==> config.mk <==
export PLATFORM = sky130hd
export DESIGN_NAME = ltl_symbol_feeder
export DESIGN_NICKNAME = d
export VERILOG_FILES = /design/src/rtl/ltl_symbol_feeder.sv
export SDC_FILE = /design/constraint.sdc
export NUM_CORES = 1
export LEC_CHECK = 0
export ABC_CLOCK_PERIOD_IN_PS = 3600
export CORE_UTILIZATION = 65
export CTS_BUF_LIST = sky130_fd_sc_hd__clkbuf_4 sky130_fd_sc_hd__clkbuf_8 sky130_fd_sc_hd__clkbuf_16
export CTS_CLUSTER_DIAMETER = 200
export DETAILED_ROUTE_END_ITERATION = 12
export DONT_BUFFER_PORTS = 1
export PLACE_DENSITY = 0.81
export SYNTH_ARGS = -nofsm -noshare
export SYNTH_HDL_FRONTEND = slang
export SYNTH_SLANG_ARGS = --single-unit
==> constraint.sdc <==
create_clock -name clk_i -period 3.6 [get_ports clk_i]
set_input_delay 0.72 -clock clk_i [delete_from_list [all_inputs] [get_ports clk_i]]
set_output_delay 0.72 -clock clk_i [all_outputs]
set_load 0.01 [all_outputs]
==> src/rtl/ltl_symbol_feeder.sv <==
// ltl_symbol_feeder
//   Producer end of the monitor symbol interface. Classified trace events are
//   buffered in a small FIFO and issued to the monitor automata as one 8-bit
//   symbol per cycle ({1'b0, class, payload}), qualified by run_o. Before each
//   stream the automata are held in reset for RST_CYCLES cycles.
//
// Parameters
//   DEPTH       FIFO entries (power of two, >= 2)
//   RST_CYCLES  cycles monitor_reset_o is held in ARM (>= 1)
//
// Ports
//   clk_i, rst_ni            clock, asynchronous active-low reset
//   start_i / stop_i         session start / stop-after-drain pulses
//   evt_valid_i/_class_i/_payload_i, evt_ready_o   event handshake
//   symbols_o, run_o         symbol and its valid qualifier (registered)
//   monitor_reset_o          active-high reset to the automata (registered)
//   busy_o                   state is not IDLE
//   drop_cnt_o, overflow_o   only when LTL_FEEDER_DROP_EN is defined
//
// Build option
//   LTL_FEEDER_DROP_EN  defined: events arriving while the FIFO is full are
//                       accepted and discarded, and counted.
//
// state  | meaning
// -------+---------------------------------------------------------------
// IDLE   | no session; automata held in reset
// ARM    | reset countdown to the automata before the stream starts
// STREAM | accepting events, issuing one symbol per cycle when available
// DRAIN  | no longer accepting; issuing what is left, then back to IDLE
module ltl_symbol_feeder #(
  parameter int DEPTH      = 8,
  parameter int RST_CYCLES = 2
) (
  input  logic       clk_i,
  input  logic       rst_ni,
  input  logic       start_i,
  input  logic       stop_i,
  input  logic       evt_valid_i,
  input  logic [1:0] evt_class_i,
  input  logic [4:0] evt_payload_i,
  output logic       evt_ready_o,
  output logic [7:0] symbols_o,
  output logic       run_o,
  output logic       monitor_reset_o,
`ifdef LTL_FEEDER_DROP_EN
  output logic [15:0] drop_cnt_o,
  output logic        overflow_o,
`endif
  output logic       busy_o
);

  localparam int AW = $clog2(DEPTH);
  localparam int CW = (RST_CYCLES > 1) ? $clog2(RST_CYCLES) : 1;

  typedef enum logic [1:0] {
    S_IDLE   = 2'd0,
    S_ARM    = 2'd1,
    S_STREAM = 2'd2,
    S_DRAIN  = 2'd3
  } state_t;

  state_t        r_state;
  state_t        w_state_nxt;
  logic [CW-1:0] r_cnt;
  logic [6:0]    r_mem [DEPTH];
  logic [AW:0]   r_wptr;
  logic [AW:0]   r_rptr;
  logic [7:0]    r_sym;
  logic          r_run;
  logic          r_mrst;

  logic w_empty;
  logic w_full;
  logic w_push;
  logic w_pop;
  logic w_mrst_nxt;

  // Pointers carry one extra wrap bit so full and empty are distinguishable.
  assign w_empty = (r_wptr == r_rptr);
  assign w_full  = (r_wptr[AW] != r_rptr[AW]) && (r_wptr[AW-1:0] == r_rptr[AW-1:0]);

`ifdef LTL_FEEDER_DROP_EN
  logic [15:0] r_drop_cnt;
  logic        r_overflow;
  logic        w_drop;

  // Always ready in STREAM; the full check decides between store and discard.
  assign evt_ready_o = (r_state == S_STREAM);
  assign w_drop      = evt_valid_i && evt_ready_o && w_full;
  assign drop_cnt_o  = r_drop_cnt;
  assign overflow_o  = r_overflow;

  always_ff @(posedge clk_i or negedge rst_ni) begin
    if (!rst_ni) begin
      r_drop_cnt <= 16'h0000;
      r_overflow <= 1'b0;
    end else if (start_i) begin
      r_drop_cnt <= 16'h0000;
      r_overflow <= 1'b0;
    end else if (w_drop) begin
      if (r_drop_cnt != 16'hFFFF) begin
        r_drop_cnt <= r_drop_cnt + 16'h0001;
      end
      r_overflow <= 1'b1;
    end
  end
`else
  assign evt_ready_o = (r_state == S_STREAM) && !w_full;
`endif

  assign w_push = evt_valid_i && evt_ready_o && !w_full;
  assign w_pop  = ((r_state == S_STREAM) || (r_state == S_DRAIN)) && !w_empty;

  always_ff @(posedge clk_i or negedge rst_ni) begin
    if (!rst_ni) begin
      r_state <= S_IDLE;
    end else begin
      r_state <= w_state_nxt;
    end
  end

  always_comb begin
    w_state_nxt = r_state;
    unique case (r_state)
      S_IDLE: begin
        if (start_i) begin
          w_state_nxt = S_ARM;
        end
      end
      S_ARM: begin
        if (stop_i) begin
          w_state_nxt = S_IDLE;
        end else if (r_cnt == '0) begin
          w_state_nxt = S_STREAM;
        end
      end
      S_STREAM: begin
        if (stop_i) begin
          w_state_nxt = S_DRAIN;
        end
      end
      S_DRAIN: begin
        // Empty here means the last pop has already been registered on symbols_o.
        if (w_empty) begin
          w_state_nxt = S_IDLE;
        end
      end
      default: w_state_nxt = S_IDLE;
    endcase
  end

  // The automata run only while the next state is STREAM or DRAIN.
  assign w_mrst_nxt = !((w_state_nxt == S_STREAM) || (w_state_nxt == S_DRAIN));

  always_ff @(posedge clk_i or negedge rst_ni) begin
    if (!rst_ni) begin
      r_cnt <= '0;
    end else if ((r_state == S_IDLE) && start_i) begin
      r_cnt <= CW'(RST_CYCLES - 1);
    end else if ((r_state == S_ARM) && (r_cnt != '0)) begin
      r_cnt <= r_cnt - 1'b1;
    end
  end

  always_ff @(posedge clk_i or negedge rst_ni) begin
    if (!rst_ni) begin
      r_wptr <= '0;
      r_rptr <= '0;
    end else begin
      if (w_push) begin
        r_wptr <= r_wptr + 1'b1;
      end
      if (w_pop) begin
        r_rptr <= r_rptr + 1'b1;
      end
    end
  end

  always_ff @(posedge clk_i) begin
    if (w_push) begin
      r_mem[r_wptr[AW-1:0]] <= {evt_class_i, evt_payload_i};
    end
  end

  always_ff @(posedge clk_i or negedge rst_ni) begin
    if (!rst_ni) begin
      r_sym  <= 8'h00;
      r_run  <= 1'b0;
      r_mrst <= 1'b1;
    end else begin
      r_run  <= w_pop;
      r_mrst <= w_mrst_nxt;
      if (w_pop) begin
        r_sym <= {1'b0, r_mem[r_rptr[AW-1:0]]};
      end
    end
  end

  assign symbols_o       = r_sym;
  assign run_o           = r_run;
  assign monitor_reset_o = r_mrst;
  assign busy_o          = (r_state != S_IDLE);

endmodule

==> results.sh <==
export IMPL_cts_hold_buf=0
export IMPL_clock_sinks=76
export IMPL_end_kind="register"
export IMPL_synth_seq_cells=76
export IMPL_synth_seq_area_share_pct=70.5
export IMPL_root_buffer="clkbuf_8"
export IMPL_hold_path_class="input port to asynchronous set/reset pin"
export IMPL_synth_distinct_cells=35
export IMPL_clock_latency_ns=0.35
export IMPL_synth_fp_nets=190
export IMPL_wl_per_cell_um=21.8
export IMPL_ys_flop_type="edfxtp_1"
export IMPL_max_slew_margin_rel_pct=33.5
export IMPL_synth_common_cells="edfxtp_1 (56), dfrtp_1 (19), mux4_2 (14)"
export IMPL_avgSynthCellArea_sq_um=17.6
export IMPL_vdd_drop_max_uv=544
export IMPL_drt_wl_total_um=5160
export IMPL_initial_core_util_pct=69.2
export IMPL_power_mw=2.79
export IMPL_synth_top_cell_by_area="edfxtp_1"
export IMPL_use_met3_pct=9.97
export IMPL_rows=24
export IMPL_hpwlAfterDp_um=3400
export IMPL_yosys_cell_count_top_type="edfxtp_1"
export IMPL_cp_required_ns=3.66
export IMPL_finalHoldViolCount=0
export IMPL_arrival_ns=2.71
export IMPL_numPortBuffers=0
export IMPL_min_period_over_period_pct=73.7
export IMPL_drv_cap=0
export IMPL_grt_pass1_wl_um=8220
export IMPL_drv_slew=0
export IMPL_max_freq_mhz=377
export IMPL_post_cts_repair_setup_buffers=0
export IMPL_synth_edf_count=56
export IMPL_timing_hold_ws_ns=0.0546
export IMPL_synth_top_area_share_pct=54.3
export IMPL_tns_ns=0
export IMPL_ant_nets=0
export IMPL_min_period_ns=2.65
export IMPL_p_leak_nw=1.20
export IMPL_fill_cells=271
export IMPL_tightestPinTransition_ns=0.991
export IMPL_vias=1491
export IMPL_grt_pass1_vias=1605
export IMPL_h_tree_depth=3
export IMPL_antenna_found_initial=0
export IMPL_rsz0062_at_grt="false"
export IMPL_grt_max_degree=21
export IMPL_p_per_area_mw_per_mm2=835
export IMPL_synthesis_instances=176
export IMPL_cts_tree="yes"
export IMPL_via_per_inst=6.29
export IMPL_setup_violations_final=0
export IMPL_nNetsFinal=194
export IMPL_die_area_sq_mm=0.00504
export IMPL_die_w_um=71.0
export IMPL_clkTransAtPathRegs_ns=0.08
export IMPL_crit_path_start_kind="register"
export IMPL_first_pass_iters=10
export IMPL_met2_usage_pct=37.3
export IMPL_core_area_sq_mm=0.00447
export IMPL_synth_warnings=0
export IMPL_io_pins=24
export IMPL_cts_buffer_depth=2
export IMPL_numCtsBuffers=9
export IMPL_grt_usage_pct=23.8
export IMPL_gr_usage_met1_pct=30.3
export IMPL_path_max_fanout=10
export IMPL_violations="DRC"
export IMPL_cts_resized=0
export IMPL_gp_congestion=0.745
export IMPL_gr_total_overflow=0
export IMPL_netlist_area_sq_mm=0.00310
export IMPL_top_usage_layer="met2"
export IMPL_die_y_um=71.0
export IMPL_diodes=0
export IMPL_fin_skew_ns=0.0101
export IMPL_drcViolationCount=4
export IMPL_ys_top_cells_by_area="edfxtp_1 (54%), dfrtp_1 (15%), mux4_2 (10%)"
export IMPL_initialDrtViolationCount=157
export IMPL_synthArstFlopShare_pct=26.3
export IMPL_area_growth_pct=8.00
export IMPL_crit_type="register to register"
export IMPL_status="finished with violations"
export IMPL_layout_drive_gt1_share_pct=22.2
[flip-flops by register name, summed over array words and instances, names as in the netlist]
| name | count |
|---|---|
| monitor_reset_o | 1 |
| r_cnt | 1 |
| r_mem | 56 |
| r_rptr | 4 |
| r_state | 2 |
| r_wptr | 4 |
| run_o | 1 |
| symbols_o | 7 |
[cells in the final DEF (no fill, tap or decap)]
cell,count
ha_1,2
o41a_2,1
bufinv_16,2
a22oi_1,1
buf_4,4
clkbuf_8,10
nor3_1,4
o41ai_4,1
or2_2,1
xor2_1,6
o311a_1,1
nor4_1,2
nor2_1,6
conb_1,1
dfrtp_1,19
a22o_1,1
nand2_4,1
clkinv_2,1
nor2b_1,2
nand3_1,5
mux2i_1,7
a21oi_1,1
mux2_4,2
xnor2_1,5
dfstp_2,1
inv_1,4
clkinvlp_4,1
and3_1,1
nand2b_1,3
clkbuf_4,2
a2bb2oi_1,1
o21ai_1,1
o21ai_0,6
nand2_1,9
edfxtp_1,56
mux4_2,14
[worst max-delay path, stage by stage (launching register included)]
cell	delay (ns)
dfrtp_1	0.68
xor2_1	0.38
o41a_2	0.29
nand3_1	0.16
nor3_1	0.59
buf_4	0.27
[worst paths after layout]
check	startpoint	end	slack (ns)	cells after the start
worst max-delay path	r_rptr[2]$_DFFE_PN0P_	r_mem[4][1]$_DFFE_PP_	0.95	5
worst min-delay path	rst_ni	r_state[1]$_DFF_PN0_	0.05	0
min in group clk_i	evt_class_i[0]	r_mem[3][5]$_DFFE_PP_	0.46	0
worst max register to register	r_rptr[2]$_DFFE_PN0P_	r_mem[4][1]$_DFFE_PP_	0.95	5
worst min register to register	r_rptr[3]$_DFFE_PN0P_	r_rptr[3]$_DFFE_PN0P_	0.54	1
max in group asynchronous	rst_ni	monitor_reset_o$_DFF_PN1_	3.37	0
[per-layer routing]
layer / wire, um / vias up
met1: 2170 / 766
met3: 284 / 9
li1: - / 671
met5: 0 / -
met4: 85 / 0
met2: 2620 / 45
[kinds of logic (layout without fill, tap and decap cells)]
family	Yosys count	after routing	share of synthesized area [%]
and+or+nand+nor	34	34	5.46
xor gates and xnor gates	11	11	3.11
AOI/OAI and AO/OA	14	14	3.72
other	1	1	0.121
adders and majority gates	2	2	0.808
buffers and inverters	15	24	2.83
DFF	76	76	70.5
muxes	23	23	13.4
[layout make-up]
type	instances	area, sq um	area share (%)
Clock inverter	4	72.6	2.17
Multi-Input combinational cell	85	825	24.7
Inverter	4	15.0	0.449
Timing Repair Buffer	4	30.0	0.898
Tap cell	52	65.1	1.95
Clock buffer	12	153	4.57
Sequential cell	76	2180	65.3
[stage by stage]
stage	instance area, sq um	worst slack, ns	utilization (%)	instances
after floorplan	3100	1.27	-	176
after global placement	3110	0.907	69.5	220
after detailed placement	3110	0.736	69.5	220
after CTS	3340	0.718	74.6	236
after global routing	3340	0.755	74.7	237
final	3340	0.947	74.7	237
[power by group]
part           switching (mW)  total, mW  internal [mW]  leakage [nW]
sequential              0.180       1.28           1.10         0.741
clock                   0.295      0.719          0.424         0.113
combinational           0.406      0.791          0.385         0.347
total                   0.882       2.79           1.91          1.20
No activity file was read; power rests on OpenSTA's default activity.
